--- config.mk ---
export PLATFORM = sky130hd
export DESIGN_NAME = ppu_reg_port
export DESIGN_NICKNAME = d
export VERILOG_FILES = /design/src/rtl/ppu_reg_port.sv
export SDC_FILE = /design/constraint.sdc
export NUM_CORES = 1
export LEC_CHECK = 0
export CAP_MARGIN = 0
export CORE_MARGIN = 2
export CORE_UTILIZATION = 28
export CTS_BUF_LIST = sky130_fd_sc_hd__clkbuf_8
export DETAILED_ROUTE_END_ITERATION = 10
export PLACE_DENSITY = 0.54
export SYNTH_ARGS = -nofsm -noshare
export SYNTH_HDL_FRONTEND = slang
export SYNTH_SLANG_ARGS = --single-unit
--- constraint.sdc ---
create_clock -name clk -period 4.27 [get_ports clk]
set_clock_uncertainty 0.2 [all_clocks]
set_input_delay 0.854 -clock clk [delete_from_list [all_inputs] [get_ports clk]]
set_output_delay 0.854 -clock clk [all_outputs]
set_load 0.02 [all_outputs]
--- src/rtl/ppu_reg_port.sv ---
// ppu_reg_port -- CPU-facing register port of a PPU.
//
// Decodes the eight CPU registers (control, mask, status, OAM pointer/data,
// scroll, address, data) and runs the VRAM access sequencer for register 7.
// The palette RAM is held locally so that palette accesses complete without
// a VRAM cycle.
//
// Ports
//   clk, rst_n                   clock, asynchronous active-low reset
//   cpu_cs/rw/sel/wdata          one-cycle CPU access strobe and payload
//   cpu_rdata, cpu_rvalid        registered read data and its one-cycle valid
//   cpu_ready                    low while a VRAM request is outstanding
//   vram_req/we/addr/wdata       VRAM request, held stable until vram_ack
//   vram_rdata, vram_ack         VRAM read data and completion
//   oam_addr/wdata/we            OAM pointer, data and write pulse
//   set_vblank, clr_vblank,
//   set_sprite0, set_overflow    status events from the renderer
//   pal_idx, pal_color           renderer palette lookup (one-cycle latency)
//   ctrl, mask                   control and mask registers
//   v_addr, t_addr, fine_x       scroll/address state
//   nmi_n                        active-low NMI
//   access_err                   sticky flag: a register-7 access was dropped
module ppu_reg_port #(
   parameter int ADDR_W     = 14,
   parameter int PAL_W      = 6,
   parameter int INC_COARSE = 32
) (
   input  logic              clk,
   input  logic              rst_n,
   input  logic              cpu_cs,
   input  logic              cpu_rw,
   input  logic [2:0]        cpu_sel,
   input  logic [7:0]        cpu_wdata,
   output logic [7:0]        cpu_rdata,
   output logic              cpu_rvalid,
   output logic              cpu_ready,
   output logic              vram_req,
   output logic              vram_we,
   output logic [ADDR_W-1:0] vram_addr,
   output logic [7:0]        vram_wdata,
   input  logic [7:0]        vram_rdata,
   input  logic              vram_ack,
   output logic [7:0]        oam_addr,
   output logic [7:0]        oam_wdata,
   output logic              oam_we,
   input  logic              set_vblank,
   input  logic              clr_vblank,
   input  logic              set_sprite0,
   input  logic              set_overflow,
   input  logic [4:0]        pal_idx,
   output logic [PAL_W-1:0]  pal_color,
   output logic [7:0]        ctrl,
   output logic [7:0]        mask,
   output logic [14:0]       v_addr,
   output logic [14:0]       t_addr,
   output logic [2:0]        fine_x,
   output logic              nmi_n,
   output logic              access_err
);

   typedef enum logic [1:0] {IDLE, RD_WAIT, WR_WAIT} state_t;

   localparam logic [PAL_W-1:0] GREY_MASK = PAL_W'(8'h30);

   state_t              state, stateNext;
   logic [14:0]         v, t;
   logic                w;
   logic [7:0]          latch;
   logic [7:0]          rbuf;
   logic                vblank, sprite0, overflow;
   logic [ADDR_W-1:0]   reqAddr;
   logic [7:0]          reqWdata;
   logic [PAL_W-1:0]    palette [32];

   // Access decode
   logic        isWrite, isRead, statusRead;
   logic        sel7Hit, sel7Go, sel7Drop;
   logic        inPal, startRd, startWr, palWe;
   logic [4:0]  vPalIdx, rendIdx;
   logic [14:0] vInc, reqSrc;

   assign isWrite    = cpu_cs & ~cpu_rw;
   assign isRead     = cpu_cs & cpu_rw;
   assign statusRead = isRead && (cpu_sel == 3'd2);
   assign sel7Hit    = cpu_cs && (cpu_sel == 3'd7);
   assign sel7Go     = sel7Hit && (state == IDLE);
   assign sel7Drop   = sel7Hit && (state != IDLE);

   assign inPal   = (v[13:8] == 6'h3F);
   // 0x10/0x14/0x18/0x1C alias the backdrop entries 0x00/0x04/0x08/0x0C
   assign vPalIdx = {v[4] & (v[1:0] != 2'b00), v[3:0]};
   assign rendIdx = (pal_idx[1:0] == 2'b00) ? 5'd0 : pal_idx;

   assign startRd = sel7Go && cpu_rw;
   assign startWr = sel7Go && !cpu_rw && !inPal;
   assign palWe   = sel7Go && !cpu_rw && inPal;
   assign vInc    = ctrl[2] ? 15'(INC_COARSE) : 15'd1;
   // A palette read still refills rbuf, from the nametable underneath it
   assign reqSrc  = (cpu_rw && inPal) ? {v[14:13], 1'b0, v[11:0]} : v;

   // FSM: state register
   always_ff @(posedge clk or negedge rst_n) begin
      if (!rst_n) state <= IDLE;
      else        state <= stateNext;
   end

   // FSM: next state and request outputs
   always_comb begin
      stateNext = state;
      vram_req  = 1'b0;
      vram_we   = 1'b0;
      cpu_ready = 1'b0;
      case (state)
         IDLE: begin
            cpu_ready = 1'b1;
            if (startRd)      stateNext = RD_WAIT;
            else if (startWr) stateNext = WR_WAIT;
         end
         RD_WAIT: begin
            vram_req = 1'b1;
            if (vram_ack) stateNext = IDLE;
         end
         WR_WAIT: begin
            vram_req = 1'b1;
            vram_we  = 1'b1;
            if (vram_ack) stateNext = IDLE;
         end
         default: stateNext = IDLE;
      endcase
   end

   assign vram_addr  = reqAddr;
   assign vram_wdata = reqWdata;

   // Register file, scroll state, status and read path
   always_ff @(posedge clk or negedge rst_n) begin
      if (!rst_n) begin
         ctrl       <= '0;
         mask       <= '0;
         v          <= '0;
         t          <= '0;
         fine_x     <= '0;
         w          <= 1'b0;
         latch      <= '0;
         rbuf       <= '0;
         vblank     <= 1'b0;
         sprite0    <= 1'b0;
         overflow   <= 1'b0;
         oam_addr   <= '0;
         oam_wdata  <= '0;
         oam_we     <= 1'b0;
         cpu_rdata  <= '0;
         cpu_rvalid <= 1'b0;
         access_err <= 1'b0;
         reqAddr    <= '0;
         reqWdata   <= '0;
      end else begin
         cpu_rvalid <= 1'b0;
         oam_we     <= 1'b0;

         if (isWrite) begin
            latch <= cpu_wdata;
            case (cpu_sel)
               3'd0: begin
                  ctrl      <= cpu_wdata;
                  t[11:10]  <= cpu_wdata[1:0];
               end
               3'd1: mask     <= cpu_wdata;
               3'd3: oam_addr <= cpu_wdata;
               3'd4: begin
                  oam_wdata <= cpu_wdata;
                  oam_we    <= 1'b1;
                  oam_addr  <= oam_addr + 8'd1;
               end
               3'd5: begin
                  if (!w) begin
                     t[4:0] <= cpu_wdata[7:3];
                     fine_x <= cpu_wdata[2:0];
                  end else begin
                     t[14:12] <= cpu_wdata[2:0];
                     t[9:5]   <= cpu_wdata[7:3];
                  end
                  w <= ~w;
               end
               3'd6: begin
                  if (!w) begin
                     t[14:8] <= {1'b0, cpu_wdata[5:0]};
                  end else begin
                     t[7:0] <= cpu_wdata;
                     v      <= {t[14:8], cpu_wdata};
                  end
                  w <= ~w;
               end
               default: ;
            endcase
         end

         if (isRead && !sel7Drop) begin
            cpu_rvalid <= 1'b1;
            case (cpu_sel)
               // A vblank set landing on the read is hidden and then lost
               3'd2:    cpu_rdata <= {vblank & ~set_vblank, sprite0, overflow, latch[4:0]};
               3'd7:    cpu_rdata <= inPal ? 8'(palette[vPalIdx]) : rbuf;
               default: cpu_rdata <= latch;
            endcase
         end

         if (statusRead) w <= 1'b0;

         if (sel7Go) v <= v + vInc;
         if (startRd || startWr) begin
            reqAddr  <= ADDR_W'(reqSrc);
            reqWdata <= cpu_wdata;
         end
         if (sel7Drop) access_err <= 1'b1;

         if (state == RD_WAIT && vram_ack) rbuf <= vram_rdata;

         // Clears take priority over the renderer's set events
         if (clr_vblank || statusRead) vblank <= 1'b0;
         else if (set_vblank)          vblank <= 1'b1;
         if (clr_vblank)        sprite0 <= 1'b0;
         else if (set_sprite0)  sprite0 <= 1'b1;
         if (clr_vblank)        overflow <= 1'b0;
         else if (set_overflow) overflow <= 1'b1;
      end
   end

   // Palette storage and renderer lookup
   always_ff @(posedge clk or negedge rst_n) begin
      if (!rst_n) begin
         for (int i = 0; i < 32; i++) palette[i] <= '0;
         pal_color <= '0;
      end else begin
         if (palWe) palette[vPalIdx] <= cpu_wdata[PAL_W-1:0];
         pal_color <= palette[rendIdx] & (mask[0] ? GREY_MASK : {PAL_W{1'b1}});
      end
   end

   assign v_addr = v;
   assign t_addr = t;
   assign nmi_n  = ~(vblank & ctrl[7]);

endmodule

==> results of run 1 <==
## cell type report
cell class	instances	area [µm²]	area share (%)
clock buffers	67	922.1	4.946
inverters	14	52.55	0.2819
well taps	704	880.8	4.725
repair buffers	183	1762	9.450
flip-flops and latches	301	7536	40.42
clock inverters	27	147.6	0.7919
multi-input cells	934	7342	39.38
## cells by family (layout without fill, tap and decap cells)
kind of cell             after synthesis  after routing
adder cells (fa/ha/maj)                7              7
XOR/XNOR                               1              1
AO/OA/AOI/OAI                        310            310
buffers and inverters                141            291
AND/OR/NAND/NOR                      312            312
multiplexers                         304            304
flip-flops                           301            301
## path summary, 6_finish.rpt
check | from | slack, ps | cells after the start | endpoint
worst max register to register | v_addr[0]$_DFFE_PN0P_ | 1080 | 4 | palette[132]$_DFFE_PN0P_
worst min register to register | palette[46]$_DFFE_PN0P_ | 170 | 0 | palette[46]$_DFFE_PN0P_
max in group asynchronous | rst_n | 2920 | 2 | palette[120]$_DFFE_PN0P_
min in group clk | palette[46]$_DFFE_PN0P_ | 170 | 0 | palette[46]$_DFFE_PN0P_
worst max-delay path | v_addr[0]$_DFFE_PN0P_ | 530 | 2 | v_addr[0]
worst min-delay path | rst_n | 40 | 1 | vram_addr[2]$_DFFE_PN0P_
## stage by stage
stage	utilization, %	setup WS [ps]	power (µW)	hold WS (ps)
after floorplan	-	1599	4839	225.3
after global placement	32.02	741.0	5911	165.4
after detailed placement	32.02	693.7	5938	165.6
after CTS	33.97	482.1	8699	63.13
after global routing	33.97	423.9	9009	76.53
final	33.97	527.1	8609	36.03
## routing by layer
layer	wire, µm	vias to the layer above	GRT usage [%]
li1	-	5311	-
met1	21980	6169	23.16
met2	23800	367	27.55
met3	2793	81	3.746
met4	1268	0	5.170
met5	0	-	0
## cell usage in the layout, fill, tap and decap left out, types with 9 or more instances in the layout
cell type	instances
nor3_1	16
mux2_1	14
clkbuf_8	67
nand2b_1	17
and3_1	14
nand2_1	116
a31oi_1	23
mux2i_1	14
o22ai_1	14
a21oi_1	79
nor2_1	75
nand3_1	25
mux4_2	28
o21ai_0	61
a221oi_1	16
a22oi_1	21
clkdlybuf4s50_1	133
buf_4	38
dfrtp_1	298
o221ai_1	9
inv_1	30
nor2b_1	13
mux2_2	248
a211oi_1	20
o211ai_1	13
## worst max-delay path, delay by kind of cell (launching register included)
kind	cells	cell delay, ps
buffers and inverters	2	1400
flip-flops	1	630
## sequential cells by signal (all words and copies together) (netlist names), 6 cells and up
register,count
vram_wdata,8
mask,8
rbuf,8
oam_addr,8
vram_addr,14
cpu_rdata,8
oam_wdata,8
ctrl,8
palette,175
v_addr,15
pal_color,6
latch,8
t_addr,15
## where the power goes
| group | internal [µW] | switching [µW] | total, µW | leakage [µW] |
|---|---|---|---|---|
| Clock | 1470 | 1260 | 2720 | 0.000620 |
| Combinational | 1010 | 1340 | 2350 | 0.00366 |
| Sequential | 3180 | 350 | 3530 | 0.00400 |
| Total | 5660 | 2950 | 8610 | 0.00828 |
==> metrics.md, run 1 <==
| Metric | Value |
|---|---|
| Outcome | `complete, no violations` |
| Initial drt markers | `897` |
| Most frequent cell after synthesis | `dfrtp_1` |
| Layout area overhead | `20.29%` |
| Total grt overflow | `0` |
| Netlist Area Pre-Place | `15500 µm²` |
| Vias in the first global route | `11908` |
| Total clock sinks | `301` |
| Worst slew pin tran | `1246 ps` |
| First-pass GRT wire length | `74950 µm` |
| Setup TNS | `0 ps` |
| Crit Path Class | `reg -> out` |
| Synth top area share | `48.60%` |
| Synth Area in XOR/XNOR | `less than 1%` |
| CP Max Fanout | `40` |
| Die Height | `239.3 µm` |
| Startpoint Class | `flop` |
| Worst stage delay on the critical path | `740 ps` |
| CTS tree | `built` |
| Slew Viols, Final | `0` |
| Total core area | `approximately 55000 µm²` |
| Hold_buf cts | `0` |
| Simple-gate portion of the synthesized area | `approximately a tenth` |
| Top post-synthesis cells by area | `dfrtp_1 (49%), mux2_2 (18%), mux4_2 (4.1%), nand2_1 (2.8%), a21oi_1 (2.6%)` |
| Total Wirelength | `49850 µm` |
| Starting Density | `roughly 28%` |
| Worst Setup End Kind | `output pin` |
| Area leader, netlist | `dfrtp_1` |
| Post-synthesis mux area share | `24.01%` |
| Post-synthesis sequential area ratio | `48.60%` |
| Min cycle time layout | `3743 ps` |
| Max Clock Freq | `~270 MHz` |
| Cells resized by post-CTS repair | `0` |
| Bufs on Longest Clock Path | `3` |
| Drt pass-1 iters | `5` |
| Number of flops mapped to enable cells by yosys | `0` |
| Syn nets | `~1400` |
| P_leak | `0.008277 µW` |
| Hold Fails Final Rpt | `0` |
| Row count | `86` |
| Die ar. | `57250 µm²` |
| YS warnings | `0` |
| Req. time, crit path | `between 3000 and 4000 ps` |
| GPL Wtd Cong | `roughly 0.85` |
| P per Cell Area | `461.8 nW/µm²` |
| VDD IR max | `0.0002045 V` |
| Share of layout cells above drive strength 1 | `27.98%` |
| Synthesized area per cell | `11.26 µm²` |
| CP arrival | `2690 ps` |
| Post-synth top flop | `dfrtp_1` |
| Clock buffer count from CTS | `54` |
| Slew headroom | `16.69%` |
| Cell chain of the critical path | `buf_4 -> clkdlybuf4s50_1` |
| Initial antenna violation count | `1` |
| Synth top cells by count | `dfrtp_1 (301), mux2_2 (248), nand2_1 (116), a21oi_1 (79), nor2_1 (75)` |
| Yosys reg bits | `301` |
| Post-DP HPWL | `33860 µm` |
| Cell Count, Final, Fillers Out | `2230` |
| Worst Hold Class | `in -> async` |
| Root Buffer | `clkbuf_8` |
| CP max stage cell | `clkdlybuf4s50_1` |
| DP Cell Count | `2136` |
| Die X | `between 200 and 250 µm` |
| Synth unique cells | `66` |
| Compound-Gate Fraction of Synth Area | `13.03%` |
| FFs w/ async S/R, synth | `100.0%` |
| Vias per Instance | `5.349` |
| Post-Syn Instances | `approximately 1400` |
| Post-CTS setup buffers | `0` |
| Max Cap Viol | `0` |
| Post-route ant nets | `0` |
| Adder-Cell Fraction of Synth Area | `less than 1%` |
| WL per Instance | `22.35 µm` |
| # DRC | `0` |
| Final Cycle Share | `slightly below 90%` |
| Final setup fails | `0` |
| Max H-tree Level | `2` |
| IO buf count | `140` |
| Inserted Diodes | `0` |
| Total GRT Usage | `17.17%` |
| Dpl cell area | `17570 µm²` |
| CTS clk-pin slew, worst paths | `70 ps` |
| FILL cells | `5404` |
| Latest clock arrival within the worst-skew pair | `about 650 ps` |
| Vias post-DR | `11928` |
| I/O Pins | `141` |
| Design Area, Final | `18640 µm²` |
| Largest net degree at the start of global routing | `94` |
| Largest family of logic cells by synthesized area | `multiplexers` |
| Fin nets | `approximately 1500` |
| RSZ-0062 raised after global routing | `no` |
No activity file was read; power rests on OpenSTA's default activity.
==> run 2: changes to the inputs <==
- ABC_CLOCK_PERIOD_IN_PS: default -> 4270
==> results of run 2 <==
The final DEF is identical to that of run 1; final timing and power are the same.
==> run 3: changes to the inputs <==
- CORE_ASPECT_RATIO: default -> 0.7
- DONT_BUFFER_PORTS: default -> 1
- PLACE_DENSITY: 0.54 -> 0.5
==> run 3 against run 2 <==
  * The flow now finishes with violations (hold timing)
  * Cell count decreased by 6.2%
  * Die area barely moved
  * First-iteration DRC count up 18%
  * Core utilization fell by 3.1 points
  * Maximum frequency increased by 14%
  * Worst setup slack better by 450 ps
  * Via count fell by 4.7%
  * Clock power fell by 7%
  * Critical path type unchanged
==> metrics.md, run 3 (synthesis gave the netlist of run 1 again) <==
| Metric | Value |
|---|---|
| Initial antenna violation count | `0 (-1)` |
| Largest register FFs | `175 (unchanged)` |
| Net Switching | `2688 µW (-8.8%)` |
| CP Max Fanout | `25 (-38%)` |
| CP arrival | `2240 ps (-450 ps)` |
| Internal Power | `5017 µW (-11%)` |
| Max Cap Viol | `0 (unchanged)` |
| Initial drt markers | `1062 (+18%)` |
| P per Cell Area | `454.2 nW/µm² (-1.6%)` |
| Largest net degree at the start of global routing | `302 (+220%)` |
| Vias post-DR | `11373 (-4.7%)` |
| Min cycle time layout | `3289 ps (-453.5 ps)` |
| Total Wirelength | `50620 µm (+1.6%)` |
| GPL Wtd Cong | `0.8439 (-0.52%)` |
| Worst Setup End Kind | `output pin` |
| Vias in the first global route | `11007 (-7.6%)` |
| Bufs on Longest Clock Path | `3 (unchanged)` |
| P_leak | `0.007546 µW (-8.8%)` |
| WL per Instance | `24.20 µm (+8.3%)` |
| Die X | `285.2 µm (+19%)` |
| Worst Hold Class | `in -> async` |
| Share of layout cells above drive strength 1 | `28.62% (+0.64 points)` |
| Cells resized by post-CTS repair | `0 (unchanged)` |
| Row count | `72 (-16%)` |
| Fin nets | `1360 (-11%)` |
| Max Clock Freq | `304.0 MHz (+14%)` |
| CTS clk-pin slew, worst paths | `70 ps (about the same)` |
| VDD IR max | `0.0002148 V (+5.0%)` |
| Combinational group share of total power | `16.0% (-11 points)` |
| Total core area | `54950 µm² (+0.14%)` |
| Post-DP HPWL | `33530 µm (-0.98%)` |
| Clock Power Share | `32.9% (+1.3 points)` |
| DP Cell Count | `2010 (-5.9%)` |
| Hold Fails Final Rpt | `241 (+241)` |
| Total clock sinks | `301 (unchanged)` |
| Post-route ant nets | `0 (unchanged)` |
| Largest Register | `palette` |
| Setup TNS | `0 ps (unchanged)` |
| Post-CTS setup buffers | `0 (unchanged)` |
| Failing checks | `hold timing` |
| Post-place setup slack | `1012 ps (+318.6 ps)` |
| Cell Count, Final, Fillers Out | `2092 (-6.2%)` |
| IO buf count | `0 (-100%)` |
| First-pass GRT wire length | `75520 µm (+0.76%)` |
| Slew headroom | `24.70% (+8.0 points)` |
| Die ar. | `57280 µm² (about the same)` |
| Crit Path Class | `reg -> out` |
| Drt pass-1 iters | `7 (+2)` |
| Req. time, crit path | `3220 ps (about the same)` |
| Starting Density | `28.20% (-0.039 points)` |
| Layout area overhead | `9.454%` |
| Die Height | `200.8 µm (-16%)` |
| Sequential power share | `51.1% (+10 points)` |
| I/O Pins | `141 (unchanged)` |
| Max H-tree Level | `2 (unchanged)` |
| Worst slew pin tran | `1129 ps (-116.2 ps)` |
| RSZ-0062 raised after global routing | `no` |
| Outcome | `finished, violations left` |
| Most frequent cells in the layout | `dfrtp_1 (298), mux2_2 (248), nand2_1 (116), a21oi_1 (79), nor2_1 (75)` |
| # DRC | `0 (unchanged)` |
| Latest clock arrival within the worst-skew pair | `600 ps (-50 ps)` |
| Vias per Instance | `5.436 (+1.6%)` |
| CTS tree | `built` |
| Root Buffer | `clkbuf_8` |
| Reg-to-reg setup timing slack | `1000 ps (-80 ps)` |
| Final worst slack | `980.6 ps (+453.5 ps)` |
| Most common cell after layout, fill and taps aside | `dfrtp_1` |
| Sw frac | `34.89% (+0.67 points)` |
| FILL cells | `5660 (+4.7%)` |
| Inserted Diodes | `0 (unchanged)` |
| Final setup fails | `0 (unchanged)` |
| Slew Viols, Final | `0 (unchanged)` |
| Startpoint Class | `flop` |
| Total grt overflow | `0 (unchanged)` |
| Final hold slack | `-239.3 ps (-275.3 ps)` |
| Clock buffer count from CTS | `48 (-11%)` |
| PnR Total Power | `7705 µW (-11%)` |
| Final Cycle Share | `77.03% (-11 points)` |
| Total GRT Usage | `17.31% (+0.14 points)` |
[run 3: critical path, cell delays in order, from the launching register on]
cell and delay (ps):
dfrtp_2 890, buf_4 450, buf_4 280
[run 3: power by group through the flow]
stage / clock network (µW) / logic [µW] / registers (µW)
after floorplan: 0 / 1120 / 3720
after global placement: 0 / 1210 / 3990
after detailed placement: 0 / 1220 / 3990
after CTS: 2620 / 1220 / 3940
after global routing: 2740 / 1330 / 3980
final: 2530 / 1230 / 3940
[run 3: per-stage QoR]
stage,utilization (%),area (µm²),hold WS (ps)
floorplan,-,15500,225.3
global placement,29.14,16010,166.0
detailed placement,29.14,16010,164.6
CTS,30.87,16960,-265.3
global route,30.87,16960,-280.3
finish,30.87,16960,-239.3
[run 3: worst paths after layout]
| path | end | cells after the start | start |
|---|---|---|---|
| worst max-delay path | v_addr[1] | 2 | v_addr[1]$_DFFE_PN0P_ |
| worst min-delay path | palette[170]$_DFFE_PN0P_ | 0 | rst_n |
| worst max register to register | palette[172]$_DFFE_PN0P_ | 5 | v_addr[1]$_DFFE_PN0P_ |
| worst min register to register | palette[46]$_DFFE_PN0P_ | 0 | palette[46]$_DFFE_PN0P_ |
| max in group asynchronous | oam_wdata[2]$_DFFE_PN0P_ | 0 | rst_n |
| min in group clk | vblank$_DFFE_PN0P_ | 1 | clr_vblank |
[run 3: layer usage]
layer	track usage, %	wire [µm]
met1	26.01	24120
met2	23.91	21060
met3	5.864	4669
met4	3.291	767
met5	0	0
[run 3: area by class of cell]
class,instances,area [µm²],share of cell area (%)
flip-flops and latches,301,7536,44.42
repair buffers,21,157.7,0.9293
well taps,740,925.9,5.458
multi-input cells,934,7342,43.28
clock buffers,61,839.6,4.949
clock inverters,21,110.1,0.6491
inverters,14,52.55,0.3098
==> RTL change 1 (settings of run 3) <==
`INC_COARSE`: 32 -> 24.
--- a/src/rtl/ppu_reg_port.sv
+++ b/src/rtl/ppu_reg_port.sv
@@ -23,7 +23,7 @@
 module ppu_reg_port #(
    parameter int ADDR_W     = 14,
    parameter int PAL_W      = 6,
-   parameter int INC_COARSE = 32
+   parameter int INC_COARSE = 24
 ) (
    input  logic              clk,
    input  logic              rst_n,
Check against the original RTL: not equivalent (a bounded check fails within 4 cycles, from zero or initial values and one cycle with rst_n low).
==> RTL change 1 against run 3 <==
- the run still ends with negative hold slack left
- critical endpoint is now cpu_rdata[1]
- non-clock buffer count grew 4
- highest routed layer unchanged
- sequential cell count is the same
- register-to-register slack lost 0.03 ns
- worst setup slack lost 0.015 ns
- worst hold slack lost 0.0041 ns
- sequential share of layout area grew 0.16 points
- power grew 2.1%
- first-iteration DRC count shrank 7.3%
- routed wire length shrank 1.2%
- design area shrank 0.32%
- area after synthesis shrank 0.76%
- largest cell class unchanged
==> RTL change 1: results (changes against run 3) <==
- Run status: finished with violations
- Violations in the final reports: negative hold slack
- Compound-cell area share of the yosys netlist: 0.115 (-0.0157)
- Pre-CTS setup slack: 0.856 ns (-0.156 ns)
- Clock Network Area Fraction: 0.0564 (+0.000400)
- Final-layout clock buffer total: 60 (-1.6%)
- Critical Path Max Stage Delay: 0.75 ns (-0.14 ns)
- Slew @ Worst Pin: 0.913 ns (-0.217 ns)
- Cell count after synthesis: 1,327 (-3.6%)
- Global-route track usage on met1: 0.268 (+0.00838)
- WHS: -0.243 ns (-0.00406 ns)
- Overall track demand over capacity in global routing: 0.176 (+0.00283)
- Critical R2R Launch: v_addr[0]
- Terminus of the critical flop-to-flop path: cpu_rdata[1]
- Fraction of synthesized area in multiplexers: 0.257 (+0.0166)
- Count of inserted antenna diode cells: 1 (+1)
- XOR/XNOR share of the synthesized area: 0.00171 (+0.00114)
- Final standard cell area without fillers: 0.0169 sq mm (-0.32%)
- Nets in the synthesized netlist: 1,368 (-3.4%)
- Arrival time of data at the critical path endpoint: 3.57 ns (+1.33 ns)
- Number of unique standard cell types used by synthesis: 69 (+4.5%)
- Non-Clock Buffer Area Fraction: 0.0111 (+0.00181)
- Lkg Pwr: 7.57 nW (+0.36%)
- Half-perimeter wire length after detailed placement: 33.3 mm (-0.56%)
- Non-clock buffer count: 25 (+19%)
- Number of multi-input combinational cells: 892 (-4.5%)
- Initial detailed-routing violation count: 984 (-7.3%)
- Area used by sequential logic in the layout: 0.00754 sq mm (about the same)
- Cell types occupying the most area after synthesis: sky130_fd_sc_hd__dfrtp_1 49%, sky130_fd_sc_hd__mux2_2 19%, sky130_fd_sc_hd__mux4_2 3.8%
- Max IR drop VDD: 212 uV (-1.4%)
- Number of well taps: 730 (-1.4%)
- Share of cells above drive strength 1: 0.310 (+0.0233)
- Count of endpoints failing hold in the final timing report: 301 (+25%)
- Met3 usage in global routing: 0.0515 (-0.00716)
- Detailed-routing iteration count for the pre-antenna-repair pass: 5 (-2)
- Initial antenna violation count: 0 (unchanged)
- Sequential share of the synthesized area: 0.490 (+0.00372)
- Slack of the worst reg-to-reg path: 0.97 ns (-0.03 ns)
- Max FO, Critical Path: 27 (+8.0%)
- Via density per instance: 5.39 (-0.93%)
- Routability congestion estimate: 0.835 (-1.1%)
- CTS Root Cell: sky130_fd_sc_hd__clkbuf_8
- Post-synthesis share of cell area spent on full adders, half adders and majority gates: 0.00651 (+0.000857)
- Met2 demand-to-capacity share in global routing: 0.242 (+0.00257)
- Vias in the first global route: 10,822 (-1.7%)
- R2R cell count: 8 (+3)
- Wirelength, routed: 50.0 mm (-1.2%)
- Share of the final layout cell area in multi-input gates: 0.429 (-0.00336)
- Total clock buffers created by CTS: 47 (-2.1%)
- Filler instances: 5,539 (-2.1%)
- Global-route wire length before repair: 75.2 mm (-0.47%)
- Area of placed instances: 0.0160 sq mm (-0.37%)
- Non-filler cells, final: 2,046 (-2.2%)
- Most frequent cells after synthesis: 301 x sky130_fd_sc_hd__dfrtp_1, 261 x sky130_fd_sc_hd__mux2_2, 114 x sky130_fd_sc_hd__nand2_1
RTL change 1: worst max path at each step:
stage,slack [ns],start,endpoint
3_3_place_gp,0.94,cpu_sel[2],palette[188]
5_1_grt,0.87,v_addr[0],cpu_rdata[1]
3_5_place_dp,0.86,cpu_sel[2],palette[186]
2_1_floorplan,1.43,cpu_sel[2],palette[48]
4_1_cts,1.07,state[1],palette[186]
6_report,0.97,v_addr[0],cpu_rdata[1]
RTL change 1: critical path: cells and delay by family (launching register included):
family,cells,cell delay (ns)
and+or+nand+nor,2,0.61
DFF,1,0.75
buffers and inverters,2,0.66
AOI/OAI and AO/OA,4,0.92
RTL change 1: report_power, final:
part	switching [mW]	total, mW	internal [mW]
Sequential	0.780	3.94	3.16
Combinational	0.830	1.39	0.557
Clock	1.22	2.54	1.32
Total	2.83	7.86	5.03
RTL change 1: layer usage:
layer / share of wire / vias to the layer above
met5: 0 / -
met4: 0.015 / 0
met3: 0.087 / 61
met2: 0.41 / 393
met1: 0.49 / 5748
li1: - / 4817
==> RTL change 2 (config.mk and constraints of run 3) <==
Made on the original files. Put one more register stage on the output `access_err`, cleared by the reset. The value now appears one clock later. The other outputs are not delayed to match.
--- a/src/rtl/ppu_reg_port.sv
+++ b/src/rtl/ppu_reg_port.sv
@@ -62,6 +62,8 @@
 
    localparam logic [PAL_W-1:0] GREY_MASK = PAL_W'(8'h30);
 
+   logic access_err_s0;
+
    state_t              state, stateNext;
    logic [14:0]         v, t;
    logic                w;
@@ -151,7 +153,7 @@
          oam_we     <= 1'b0;
          cpu_rdata  <= '0;
          cpu_rvalid <= 1'b0;
-         access_err <= 1'b0;
+         access_err_s0 <= 1'b0;
          reqAddr    <= '0;
          reqWdata   <= '0;
       end else begin
@@ -212,7 +214,7 @@
             reqAddr  <= ADDR_W'(reqSrc);
             reqWdata <= cpu_wdata;
          end
-         if (sel7Drop) access_err <= 1'b1;
+         if (sel7Drop) access_err_s0 <= 1'b1;
 
          if (state == RD_WAIT && vram_ack) rbuf <= vram_rdata;
 
@@ -241,5 +243,13 @@
    assign t_addr = t;
    assign nmi_n  = ~(vblank & ctrl[7]);
 
+   always_ff @(posedge clk or negedge rst_n) begin
+      if (!rst_n) begin
+         access_err <= '0;
+      end else begin
+         access_err <= access_err_s0;
+      end
+   end
+
 endmodule
 
Function: changed (Yosys sat finds a counterexample within 4 cycles, from zero or initial values and one cycle with rst_n low).
==> RTL change 2 against run 3 <==
- the flow still finishes with violations (negative hold slack)
- sequential cell count up 1
- power up 5.1%
- die area up 1.2%
- routed wire length up 3.1%
- design area up 1.6%
- area after synthesis up 1.3%
- largest power group unchanged
- worst setup slack worse by 0.36 ns
==> RTL change 2: results (changes against run 3) <==
- Vias in the first global route: 11,261 (+2.3%)
- Sequential share of the synthesized area: 0.482 (-0.00445)
- XOR/XNOR share of the synthesized area: 0.000558 (-0.00000703)
- Half-perimeter wire length after detailed placement: 34.4 mm (+2.5%)
- Syn_area_per_cell: 11.3 sq um (+0.67%)
- Post-CTS setup repair buffer count: 0 (unchanged)
- Filler instances: 5,612 (-0.85%)
- Arrival time of data at the critical path endpoint: 3.93 ns (+1.69 ns)
- Pre-CTS setup slack: 0.817 ns (-0.196 ns)
- Number of unique standard cell types used by synthesis: 67 (+1.5%)
- Maximum number of pins on one net before global-route repair: 303 (+0.33%)
- Lkg Pwr: 7.54 nW (about the same)
- Detailed-routing iteration count for the pre-antenna-repair pass: 5 (-2)
- Non-filler cells, final: 2,102 (+0.48%)
- Slew @ Worst Pin: 1.14 ns (+0.0146 ns)
- Cell type group with the largest total delay on the critical path: simple AND/OR/NAND/NOR gates
- Maximum clock path buffer count: 3 (unchanged)
- Final net count: 1,367 (+0.51%)
- Hold crit path type: in2async
- Area of placed instances: 0.0163 sq mm (+1.6%)
- Slack of the worst reg-to-reg path: 0.62 ns (-0.38 ns)
- Max FO, Critical Path: 23 (-8.0%)
- # resized after CTS: 0 (unchanged)
- Sw Ratio: 0.365 (+0.0158)
- Initial antenna violation count: 2 (+2)
- Via density per instance: 5.47 (+0.56%)
- Total clock buffers created by CTS: 49 (+2.1%)
- Global-route wire length before repair: 77.8 mm (+3.0%)
- Wirelength per Cell: 24.8 um (+2.6%)
- Terminus of the critical flop-to-flop path: palette[172]
- Initial detailed-routing violation count: 1,455 (+37%)
- Count of endpoints failing hold in the final timing report: 302 (+25%)
- Routability congestion estimate: 0.840 (-0.51%)
- Critical Path Max Stage Delay: 0.85 ns (-0.04 ns)
- Cell types occupying the most area after synthesis: sky130_fd_sc_hd__dfrtp_1 48%, sky130_fd_sc_hd__mux2_2 19%, sky130_fd_sc_hd__mux4_2 3.4%
- Most frequent cells after synthesis: 302 x sky130_fd_sc_hd__dfrtp_1, 260 x sky130_fd_sc_hd__mux2_2, 96 x sky130_fd_sc_hd__nand2_1
- Run status: finished with violations
- WHS: -0.209 ns (+0.0301 ns)
- I/O Buffers: 0 (unchanged)
- Post-synthesis share of cell area spent on full adders, half adders and majority gates: 0.00558 (-0.0000703)
- Violations in the final reports: negative hold slack
- Area occupied by multi-input gates: 0.00750 sq mm (+2.2%)
- Max IR drop VDD: 233 uV (+8.3%)
- Share of cells above drive strength 1: 0.301 (+0.0143)
- Compound-cell area share of the yosys netlist: 0.132 (+0.00133)
- Overall track demand over capacity in global routing: 0.178 (+0.00506)
- Fraction of synthesized area in multiplexers: 0.241 (+0.000681)
- Placed cells: 2,016 (+0.30%)
[RTL change 2: changes by cell type after synthesis, moves of 8 or more]
| cell | run 3 | this run |
|---|---|---|
| sky130_fd_sc_hd__a21oi_1 | 79 | 50 |
| sky130_fd_sc_hd__nand2_1 | 116 | 96 |
| sky130_fd_sc_hd__mux2i_1 | 14 | 31 |
| sky130_fd_sc_hd__a211oi_1 | 20 | 34 |
| sky130_fd_sc_hd__mux2_1 | 14 | 0 |
| sky130_fd_sc_hd__mux2_2 | 248 | 260 |
| sky130_fd_sc_hd__clkbuf_1 | 72 | 82 |
| sky130_fd_sc_hd__nor2_1 | 75 | 84 |
| sky130_fd_sc_hd__a21boi_0 | 1 | 9 |
| sky130_fd_sc_hd__and3_1 | 14 | 6 |
| sky130_fd_sc_hd__buf_2 | 28 | 20 |
[RTL change 2: worst max-delay path by stage]
stage,start,end,slack [ns]
floorplan,cpu_sel[1],palette[144],1.45
global placement,v_addr[1],palette[172],0.82
detailed placement,v_addr[1],palette[172],0.82
CTS,v_addr[1],palette[172],0.78
global route,v_addr[1],palette[173],0.61
finish,v_addr[1],palette[172],0.62
[RTL change 2: final cells by class]
| cell class | instances | share of cell area |
|---|---|---|
| multi-input combinational | 933 | 0.435 |
| sequential | 302 | 0.439 |
| timing repair buffer | 27 | 0.0132 |
| inverter | 14 | 0.00305 |
| clock inverter | 22 | 0.00573 |
| antenna | 1 | 0.000145 |
| tap | 740 | 0.0537 |
| clock buffer | 63 | 0.0503 |
[RTL change 2: power by group through the flow]
stage	combinational (mW)	sequential, mW	clock (mW)
after floorplan	1.34	3.74	0
after global placement	1.51	4.05	0
after detailed placement	1.53	4.05	0
after CTS	1.53	4.00	2.61
after global routing	1.66	4.05	2.75
final	1.55	4.00	2.55
[RTL change 2: worst reg2reg max path, delay by kind of cell (launching register included)]
kind / cells / cell delay, ns
AND/OR/NAND/NOR: 3 / 1.61
flip-flops: 1 / 0.85
buffers and inverters: 1 / 0.45
multiplexers: 1 / 0.42
[RTL change 2: logic make-up (layout without fill, tap and decap cells)]
family | count (synthesis) | in the layout
buffers and inverters | 149 | 126
muxes | 315 | 315
xor gates and xnor gates | 1 | 1
DFF | 302 | 302
and+or+nand+nor | 305 | 305
AOI/OAI and AO/OA | 305 | 305
other | 0 | 1
adders and majority gates | 7 | 7
[RTL change 2: per-layer routing]
metal	GRT usage	share of wire	vias to the layer above
met5	0.00917	0.0014	-
met4	0.0376	0.016	2
met3	0.0564	0.093	66
met2	0.239	0.41	461
li1	-	-	5035
met1	0.273	0.48	5927
